$ cat src/rtl/psram_axi4_mst_fsm.sv
// AXI4 master burst engine. Turns one user command plus write/read beat
// streams into a single AXI4 INCR burst. Only one transaction is in flight
// at a time, so reads and writes never overlap.
`ifndef AXI4_ADDR_WIDTH
`define AXI4_ADDR_WIDTH 32
`endif
`ifndef AXI4_DATA_WIDTH
`define AXI4_DATA_WIDTH 64
`endif
`ifndef AXI4_WSTRB_WIDTH
`define AXI4_WSTRB_WIDTH 8
`endif
`ifndef AXI4_DATA_BLOG
`define AXI4_DATA_BLOG 3
`endif
`ifndef AXI4_ID_WIDTH
`define AXI4_ID_WIDTH 4
`endif
`ifndef AXI4_USER_WIDTH
`define AXI4_USER_WIDTH 1
`endif

module psram_axi4_mst_fsm #(
  parameter int MST_ID       = 0,
  parameter bit BOUNDARY_CHK = 1'b1
) (
  input  logic                          aclk,
  input  logic                          aresetn,
  // user command / data side
  input  logic                          usr_req_i,
  output logic                          usr_ready_o,
  input  logic                          usr_wen_i,
  input  logic [`AXI4_ADDR_WIDTH-1:0]   usr_addr_i,
  input  logic [7:0]                    usr_len_i,
  input  logic [`AXI4_DATA_WIDTH-1:0]   usr_wdat_i,
  input  logic [`AXI4_WSTRB_WIDTH-1:0]  usr_wstrb_i,
  input  logic                          usr_wvalid_i,
  output logic                          usr_wready_o,
  output logic [`AXI4_DATA_WIDTH-1:0]   usr_rdat_o,
  output logic                          usr_rvalid_o,
  input  logic                          usr_rready_i,
  output logic                          usr_done_o,
  output logic                          usr_err_o,
  // AXI4 write address
  output logic [`AXI4_ID_WIDTH-1:0]     awid,
  output logic [`AXI4_ADDR_WIDTH-1:0]   awaddr,
  output logic [7:0]                    awlen,
  output logic [2:0]                    awsize,
  output logic [1:0]                    awburst,
  output logic                          awlock,
  output logic [3:0]                    awcache,
  output logic [2:0]                    awprot,
  output logic [3:0]                    awqos,
  output logic [3:0]                    awregion,
  output logic [`AXI4_USER_WIDTH-1:0]   awuser,
  output logic                          awvalid,
  input  logic                          awready,
  // AXI4 write data
  output logic [`AXI4_DATA_WIDTH-1:0]   wdata,
  output logic [`AXI4_WSTRB_WIDTH-1:0]  wstrb,
  output logic                          wlast,
  output logic                          wvalid,
  input  logic                          wready,
  // AXI4 write response
  input  logic [`AXI4_ID_WIDTH-1:0]     bid,
  input  logic [1:0]                    bresp,
  input  logic                          bvalid,
  output logic                          bready,
  // AXI4 read address
  output logic [`AXI4_ID_WIDTH-1:0]     arid,
  output logic [`AXI4_ADDR_WIDTH-1:0]   araddr,
  output logic [7:0]                    arlen,
  output logic [2:0]                    arsize,
  output logic [1:0]                    arburst,
  output logic                          arlock,
  output logic [3:0]                    arcache,
  output logic [2:0]                    arprot,
  output logic [3:0]                    arqos,
  output logic [3:0]                    arregion,
  output logic [`AXI4_USER_WIDTH-1:0]   aruser,
  output logic                          arvalid,
  input  logic                          arready,
  // AXI4 read data
  input  logic [`AXI4_ID_WIDTH-1:0]     rid,
  input  logic [`AXI4_DATA_WIDTH-1:0]   rdata,
  input  logic [1:0]                    rresp,
  input  logic                          rlast,
  input  logic                          rvalid,
  output logic                          rready
);

  localparam logic [`AXI4_ID_WIDTH-1:0] ID_C = MST_ID[`AXI4_ID_WIDTH-1:0];

  typedef enum logic [2:0] {
    S_IDLE, S_AR, S_R, S_AW, S_W, S_B, S_DONE
  } state_e;

  state_e                        state_q, state_d;
  logic [`AXI4_ADDR_WIDTH-1:0]   addr_q, addr_d;
  logic [7:0]                    len_q, len_d;
  logic [7:0]                    cnt_q, cnt_d;
  logic                          err_q, err_d;

  // End offset of the requested burst within its 4KB page; 20 bits cover
  // 4095 + 256 beats * up to 128-byte beats without overflow.
  logic [19:0] span;
  logic        cross_4k;
  logic        last_beat;

  assign span      = {8'd0, usr_addr_i[11:0]} + ((20'(usr_len_i) + 20'd1) << `AXI4_DATA_BLOG);
  assign cross_4k  = BOUNDARY_CHK && (span > 20'd4096);
  assign last_beat = (cnt_q == len_q);

  // Address/len are held in registers so AR/AW stay stable until accepted.
  assign awid     = ID_C;
  assign awaddr   = addr_q;
  assign awlen    = len_q;
  assign awsize   = 3'(`AXI4_DATA_BLOG);
  assign awburst  = 2'b01;
  assign awlock   = 1'b0;
  assign awcache  = '0;
  assign awprot   = '0;
  assign awqos    = '0;
  assign awregion = '0;
  assign awuser   = '0;
  assign arid     = ID_C;
  assign araddr   = addr_q;
  assign arlen    = len_q;
  assign arsize   = 3'(`AXI4_DATA_BLOG);
  assign arburst  = 2'b01;
  assign arlock   = 1'b0;
  assign arcache  = '0;
  assign arprot   = '0;
  assign arqos    = '0;
  assign arregion = '0;
  assign aruser   = '0;

  // Data buses are pure pass-through; only the handshakes are gated by state.
  assign wdata      = usr_wdat_i;
  assign wstrb      = usr_wstrb_i;
  assign usr_rdat_o = rdata;

  // State and transaction registers; reset drops every valid at once since
  // all handshake outputs decode from state_q.
  always_ff @(posedge aclk or negedge aresetn) begin
    if (!aresetn) begin
      state_q <= S_IDLE;
      addr_q  <= '0;
      len_q   <= '0;
      cnt_q   <= '0;
      err_q   <= 1'b0;
    end else begin
      state_q <= state_d;
      addr_q  <= addr_d;
      len_q   <= len_d;
      cnt_q   <= cnt_d;
      err_q   <= err_d;
    end
  end

  // Next-state, register updates and handshake outputs.
  always_comb begin
    state_d      = state_q;
    addr_d       = addr_q;
    len_d        = len_q;
    cnt_d        = cnt_q;
    err_d        = err_q;
    usr_ready_o  = 1'b0;
    usr_wready_o = 1'b0;
    usr_rvalid_o = 1'b0;
    usr_done_o   = 1'b0;
    usr_err_o    = 1'b0;
    awvalid      = 1'b0;
    wvalid       = 1'b0;
    wlast        = 1'b0;
    bready       = 1'b0;
    arvalid      = 1'b0;
    rready       = 1'b0;
    case (state_q)
      S_IDLE: begin
        // Held low while reset is asserted so no command is taken then.
        usr_ready_o = aresetn;
        if (usr_req_i) begin
          addr_d = usr_addr_i;
          len_d  = usr_len_i;
          cnt_d  = '0;
          err_d  = 1'b0;
          if (cross_4k) begin
            err_d   = 1'b1;
            state_d = S_DONE;
          end else begin
            state_d = usr_wen_i ? S_AW : S_AR;
          end
        end
      end
      S_AR: begin
        arvalid = 1'b1;
        if (arready) state_d = S_R;
      end
      S_R: begin
        rready       = usr_rready_i;
        usr_rvalid_o = rvalid;
        if (rvalid && usr_rready_i) begin
          cnt_d = cnt_q + 8'd1;
          // An early or missing rlast is flagged but the beat count,
          // not rlast, decides when the burst is over.
          if (rresp != 2'b00 || rid != ID_C || rlast != last_beat) err_d = 1'b1;
          if (last_beat) state_d = S_DONE;
        end
      end
      S_AW: begin
        awvalid = 1'b1;
        if (awready) state_d = S_W;
      end
      S_W: begin
        wvalid       = usr_wvalid_i;
        usr_wready_o = wready;
        wlast        = last_beat;
        if (usr_wvalid_i && wready) begin
          cnt_d = cnt_q + 8'd1;
          if (last_beat) state_d = S_B;
        end
      end
      S_B: begin
        bready = 1'b1;
        if (bvalid) begin
          if (bresp != 2'b00 || bid != ID_C) err_d = 1'b1;
          state_d = S_DONE;
        end
      end
      S_DONE: begin
        usr_done_o = 1'b1;
        usr_err_o  = err_q;
        state_d    = S_IDLE;
      end
      default: state_d = S_IDLE;
    endcase
  end

endmodule

$ cat config.mk
export PLATFORM = sky130hd
export DESIGN_NAME = psram_axi4_mst_fsm
export DESIGN_NICKNAME = d
export VERILOG_FILES = /design/src/rtl/psram_axi4_mst_fsm.sv
export SDC_FILE = /design/constraint.sdc
export NUM_CORES = 1
export LEC_CHECK = 0
export ABC_AREA = 1
export CAP_MARGIN = 20
export CORE_AREA = 2 2 187 189
export CTS_CLUSTER_DIAMETER = 40
export DETAILED_ROUTE_END_ITERATION = 10
export DIE_AREA = 0 0 189 191
export SYNTH_ARGS = -nofsm -noshare
export SYNTH_HDL_FRONTEND = slang
export SYNTH_SLANG_ARGS = --single-unit
$ cat constraint.sdc
create_clock -name aclk -period 3.4 [get_ports aclk]
set_input_delay 0.68 -clock aclk [delete_from_list [all_inputs] [get_ports aclk]]
set_output_delay 0.68 -clock aclk [all_outputs]
set_load 0.005 [all_outputs]
Word-level counts from Yosys, hierarchy flattened
Cells that the tools add are included.
{"block": "word_totals", "reg_bits": 52, "elab_cells": 76, "output_inout_bits": 279, "inputBits": 200}
{"block": "op_classes", "mux": 33, "n_addsub": 3, "eq_ne": 18, "magnitude_cmp": 1, "reduce_logical": 16}
{"cell": "$mux W3", "n": 9}
{"cell": "$mux W8", "n": 3}
{"cell": "$pmux W8 S3", "n": 1}
{"cell": "$ne A2 B2 Y1 const B", "n": 10}
{"cell": "$pmux W3 S6", "n": 1}
{"cell": "$mux W1", "n": 17}
{"cell": "$add A12 B12 Y13", "n": 1}
{"cell": "$gt A13 B13 Y1 const B", "n": 1}
{"cell": "$add A8 B1 Y9 const B", "n": 1}
{"cell": "$eq A3 B3 Y1 const B", "n": 3}
{"cell": "$add A8 B1 Y8 const B", "n": 1}
{"cell": "$eq A8 B8 Y1", "n": 1}
{"cell": "$reduce_and A8 Y1", "n": 1}
{"cell": "$reduce_bool A4 Y1", "n": 2}
{"cell": "$eq A3 B2 Y1 const B", "n": 2}
{"cell": "$reduce_and A6 Y1", "n": 1}
{"cell": "$reduce_bool A3 Y1", "n": 2}
{"cell": "$reduce_and A4 Y1", "n": 1}
{"cell": "$reduce_bool A2 Y1", "n": 2}
{"cell": "$eq A3 B1 Y1 const B", "n": 1}
{"cell": "$logic_not A3 Y1", "n": 1}
{"cell": "$logic_or A1 B1 Y1", "n": 3}
{"cell": "$pmux W1 S3", "n": 1}
{"cell": "$logic_and A1 B1 Y1", "n": 2}
{"cell": "3 further kinds", "n": 3}

Depth between registers and ports, before layout
Gate-level depths: netlist (run 1).
{"block": "depth", "ltp_word": 6, "ltp_mapped": 18, "mapped_depth_nobuf": 18}

Least setup slack after synthesis (run 1)
Ideal clock, no wire load.
{"block": "synth_timing", "path_kind": "input to register", "startpoint": "in usr_len_i[0]", "endpoint": "reg state_q[1]", "required_ps": 3284, "path_slack_ps": 737, "setup_time_ps": 116, "t_arrival_ps": 2547, "path_buffers": 0, "stages": 18, "path_cell_list": "ha_1 -> nand3_1 -> nor3_1 -> xor2_1 -> inv_1 -> ha_1 -> nand2_1 -> inv_1 -> a21oi_1 -> nand2_1 -> nand2_1 -> nand2_1 -> nor2_1 -> nand3_1 -> nand3_1 -> nand2_1 -> nand2_1 -> nand2_1"}
{"block": "synth_between", "elab_chain_len": 6}
{"element": "from (decl)", "line": "34", "source": "input logic [7:0] usr_len_i,"}
{"element": "$add A8 B1 Y9", "line": "110", "source": "assign span = {8'd0, usr_addr_i[11:0]} + ((20'(usr_len_i) + 20'd1) << `AXI4_DATA_BLOG);"}
{"element": "$add A12 B12 Y13", "line": "110"}
{"element": "$gt A13 B13 Y1", "line": "111", "source": "assign cross_4k = BOUNDARY_CHK && (span > 20'd4096);"}
{"element": "$mux W3", "line": "188", "source": "if (cross_4k) begin"}
{"element": "$mux W3", "line": "183", "source": "if (usr_req_i) begin"}
{"element": "$pmux W3 S6", "line": "179", "source": "case (state_q)"}
{"element": "to (signal assigned)", "line": "153", "source": "state_q <= state_d;"}
{"element": "to (decl)", "line": "98", "source": "state_e state_q, state_d;"}
Every way passes these cells. The select of a mux whose other input is x is not followed.
A chain may end at the register's enable or synchronous reset.

Worst setup path after layout (run 1)
{"block": "layout_timing", "startpoint": "in usr_len_i[1]", "endpoint": "reg state_q[1]"}
The elaborated chain is that of the path after synthesis.

==> summary.md, run 1 <==
| Metric | Value |
|---|---|
| H-tree levels | 2 |
| WP buf/inv | 3 |
| DRC viols | 0 |
| Largest net degree at the start of global routing | 53 |
| MaxCap Viol Count | 0 |
| WL/cell | 14.5 µm |
| Clock Path Buffers | 2 |
| Final period utilization | 90.8% |
| Fmax | 324 MHz |
| Die Span X | 189 µm |
| Worst-Margin Slew | 715 ps |
| Share of Yosys cell area claimed by the top area cell type | 35.5% |
| Top cells by area, synth | buf_4 35%, dfrtp_1 27%, nand2_1 12% |
| CTS buffer count | 5 |
| Critical Path Fanout Max | 3 |
| DP HPWL | 13,300 µm |
| Cell taking the most area after synthesis | buf_4 |
| Netlist cell types | 40 |
| Die area | 0.0361 mm² |
| WS Path Type | in -> reg |
| Worst skew pair latency | 300 ps |
| EDFF count, synth | 0 |
| Commonest non-fill, non-tap cells in the layout | 161 x nand2_1, 153 x clkdlybuf4s50_1, 52 x conb_1, 52 x dfrtp_1, 44 x inv_1 |
| Rows | 68 |
| Syn avg cell area | 7.42 µm² |
| Final hold violation count | 0 |
| Routed Antenna Nets | 0 |
| Hold WC Path Type | reg -> reg |
| DRT iter0 DRCs | 121 |
| Reg-to-Reg End | araddr[19]$_DFFE_PN0P_ |
| Area grow syn2layout | 15.3% |
| Yosys reg bits | 52 |
| Final Routed Wirelength | 15,800 µm |
| GP Congestion | 0.807 |
| Clock sink count | 52 |
| Delay-heaviest family, CP | simple AND/OR/NAND/NOR gates |
| CP cell instances | clkdlybuf4s50_1 > ha_1 > nand3_1 > nor3_2 > xor2_1 > inv_1 > ha_1 > buf_4 > nand2_1 > nor2_1 > nor2_1 > nand3_1 > nand2_1 > nand3_1 > nand3_1 > nand2_1 > nand2_1 > nand2_1 |
| Startpoint Class | primary input |
| Post-synth ARST share | 100% |
| Leakage | 2.56 nW |
| Reg clk slew, reported paths | 80 ps |
| Vias | 3,612 |
| Post-synth design cell area | 0.00485 mm² |
| RSZ-0062 raised after global routing | false |
| Worst vdd ir | 238 µV |
| Initial antenna violation count | 4 |
| Hold Crit Endpoint | araddr[14]$_DFFE_PN0P_ |
| CP Data Arrival Time | 3280 ps |
| Most common flop cell mapped by yosys | dfrtp_1 |
| CTS tree | done |
| Drt via density | 3.31 |
| Total global-route track usage | 8.41% |
| Port Buffer Count | 154 |
| Place WS | -49.5 ps |
| Hold path startpoint | araddr[14]$_DFFE_PN0P_ |
| PnR worst setup slack | 314 ps |
| Vias in the first global route | 3,392 |
| WHS Path Cells | 2 |
| Ys Warns | 0 |
| Postcts setup bufs | 0 |
| Core ar. | 0.0341 mm² |
| Nets@finish | 845 |
| Req. time, crit path | 3600 ps |
| I/O pin count | 479 |
| First-pass GRT wire length | 22,300 µm |
| Initial DRT Pass Iterations | 4 |
| Critical Path End Type | flip-flop |
| Max Clock Skew | 10.7 ps |
| Total Negative Setup Slacks | 0 ps |
| Die Y | 191 µm |
| R2r setup slk | 1450 ps |
| Max Slew Vio Count | 0 |
| Crit-path most repeated cell | nand2_1 |
| Crit. path cell count | 18 |
| Power density cells | 694 mW/mm² |
| Final Setup Violations | 0 |
| Worst R2R Start | state_q[0]$_DFFE_PN0P_ |
| # resized after CTS | 0 |
| Slowest cell on crit path | clkdlybuf4s50_1 |
| Final min period | 3090 ps |
| # hold bufs at CTS | 0 |
| Starting Density | 14.2% |
| Commonest non-fill, non-tap cell in the layout | nand2_1 |
| R2r worst-path depth | 9 |
| Post-Synthesis Cells | 653 |
| Seq/Total Area, Yosys | 26.8% |
| Slew headroom | 52.3% |
| Worst stage delay on the critical path | 500 ps |
| Gr ovfl total | 0 |
| Share of cells above drive strength 1 | 6.78% |
| Status | completed |
| Clk Tree Root Cell | clkbuf_16 |
==> flip-flops by register name, summed over array words and instances, names as in the netlist <==
name / flops
cnt_q: 8
arlen: 8
err_q: 1
state_q: 3
araddr: 32
==> layout make-up <==
| cell class | instances | area [µm²] |
|---|---|---|
| Tap cell | 455 | 569 |
| Antenna cell | 1 | 2.50 |
| Sequential cell | 52 | 1300 |
| Inverter | 51 | 194 |
| Timing Repair Buffer | 162 | 1600 |
| Multi-Input combinational cell | 361 | 1770 |
| Clock buffer | 5 | 125 |
| Clock inverter | 3 | 27.5 |
| Fill cell | 3833 | 28500 |
==> power by group <==
| group | internal [mW] | switching [mW] | total [mW] | leakage (nW) |
|---|---|---|---|---|
| sequential | 0.886 | 0.311 | 1.20 | 0.654 |
| combinational | 1.20 | 0.954 | 2.15 | 1.84 |
| clock | 0.280 | 0.247 | 0.527 | 0.0719 |
| total | 2.37 | 1.51 | 3.88 | 2.56 |
==> cell usage after synthesis (3+ instances only) <==
cell type,instances
a21oi_1,11
a31oi_1,3
buf_2,7
buf_4,229
buf_6,3
dfrtp_1,52
ha_1,11
inv_1,44
inv_2,6
nand2_1,161
nand3_1,21
nand4_1,3
nor2_1,40
nor3_1,5
o21ai_0,3
o21ai_1,9
o21ai_2,3
xnor2_1,9
xor2_1,6
==> worst max-delay path by stage <==
stage / startpoint / endpoint / slack [ps]
2_1_floorplan: usr_len_i[0] / state_q[1]$_DFFE_PN0P_ / 740
3_3_place_gp: usr_len_i[0] / state_q[1]$_DFFE_PN0P_ / 30
3_5_place_dp: usr_len_i[0] / state_q[1]$_DFFE_PN0P_ / -50
4_1_cts: usr_len_i[0] / state_q[1]$_DFFE_PN0P_ / 250
5_1_grt: usr_len_i[0] / state_q[2]$_DFFE_PN0P_ / 7
6_report: usr_len_i[1] / state_q[1]$_DFFE_PN0P_ / 310
==> worst register-to-register path, delay by kind of cell, from the launching register on <==
kind	cells	cell delay, ps
AND/OR/NAND/NOR	5	350
flip-flops	1	550
buffers and inverters	4	980
==> routing by layer <==
| metal | part of all wire, % | track usage, % |
|---|---|---|
| met3 | 14 | 4.61 |
| met5 | 0.23 | 0 |
| met1 | 31 | 7.60 |
| met2 | 49 | 14.9 |
| met4 | 4.5 | 4.78 |
==> cells by family after synthesis <==
group | count (synthesis) | synth area share, %
buffers and inverters | 290 | 40.9
and+or+nand+nor | 247 | 21.9
DFF | 52 | 26.8
AOI/OAI and AO/OA | 35 | 4.28
xor gates and xnor gates | 15 | 2.71
adders and majority gates | 12 | 3.25
other | 2 | 0.155
==> metrics by stage <==
step | hold WS, ps | cell area [µm²] | total power [mW] | util (%) | std cells
final | 497 | 5590 | 3.88 | 16.4 | 1090
after global routing | 532 | 5580 | 4.23 | 16.4 | 1089
after CTS | 500 | 5570 | 3.95 | 16.3 | 1089
after detailed placement | 484 | 5410 | 3.40 | 15.9 | 1081
after global placement | 475 | 5410 | 3.36 | 15.9 | 1081
after floorplan | 384 | 5030 | 2.57 | - | 703
No activity file was read; power rests on OpenSTA's default activity.
==> inputs of run 2 (changes only) <==
Settings changed: CTS_CLUSTER_DIAMETER 40 to default.
==> results of run 2 <==
Final layout, timing and power as in run 1 (identical DEF).
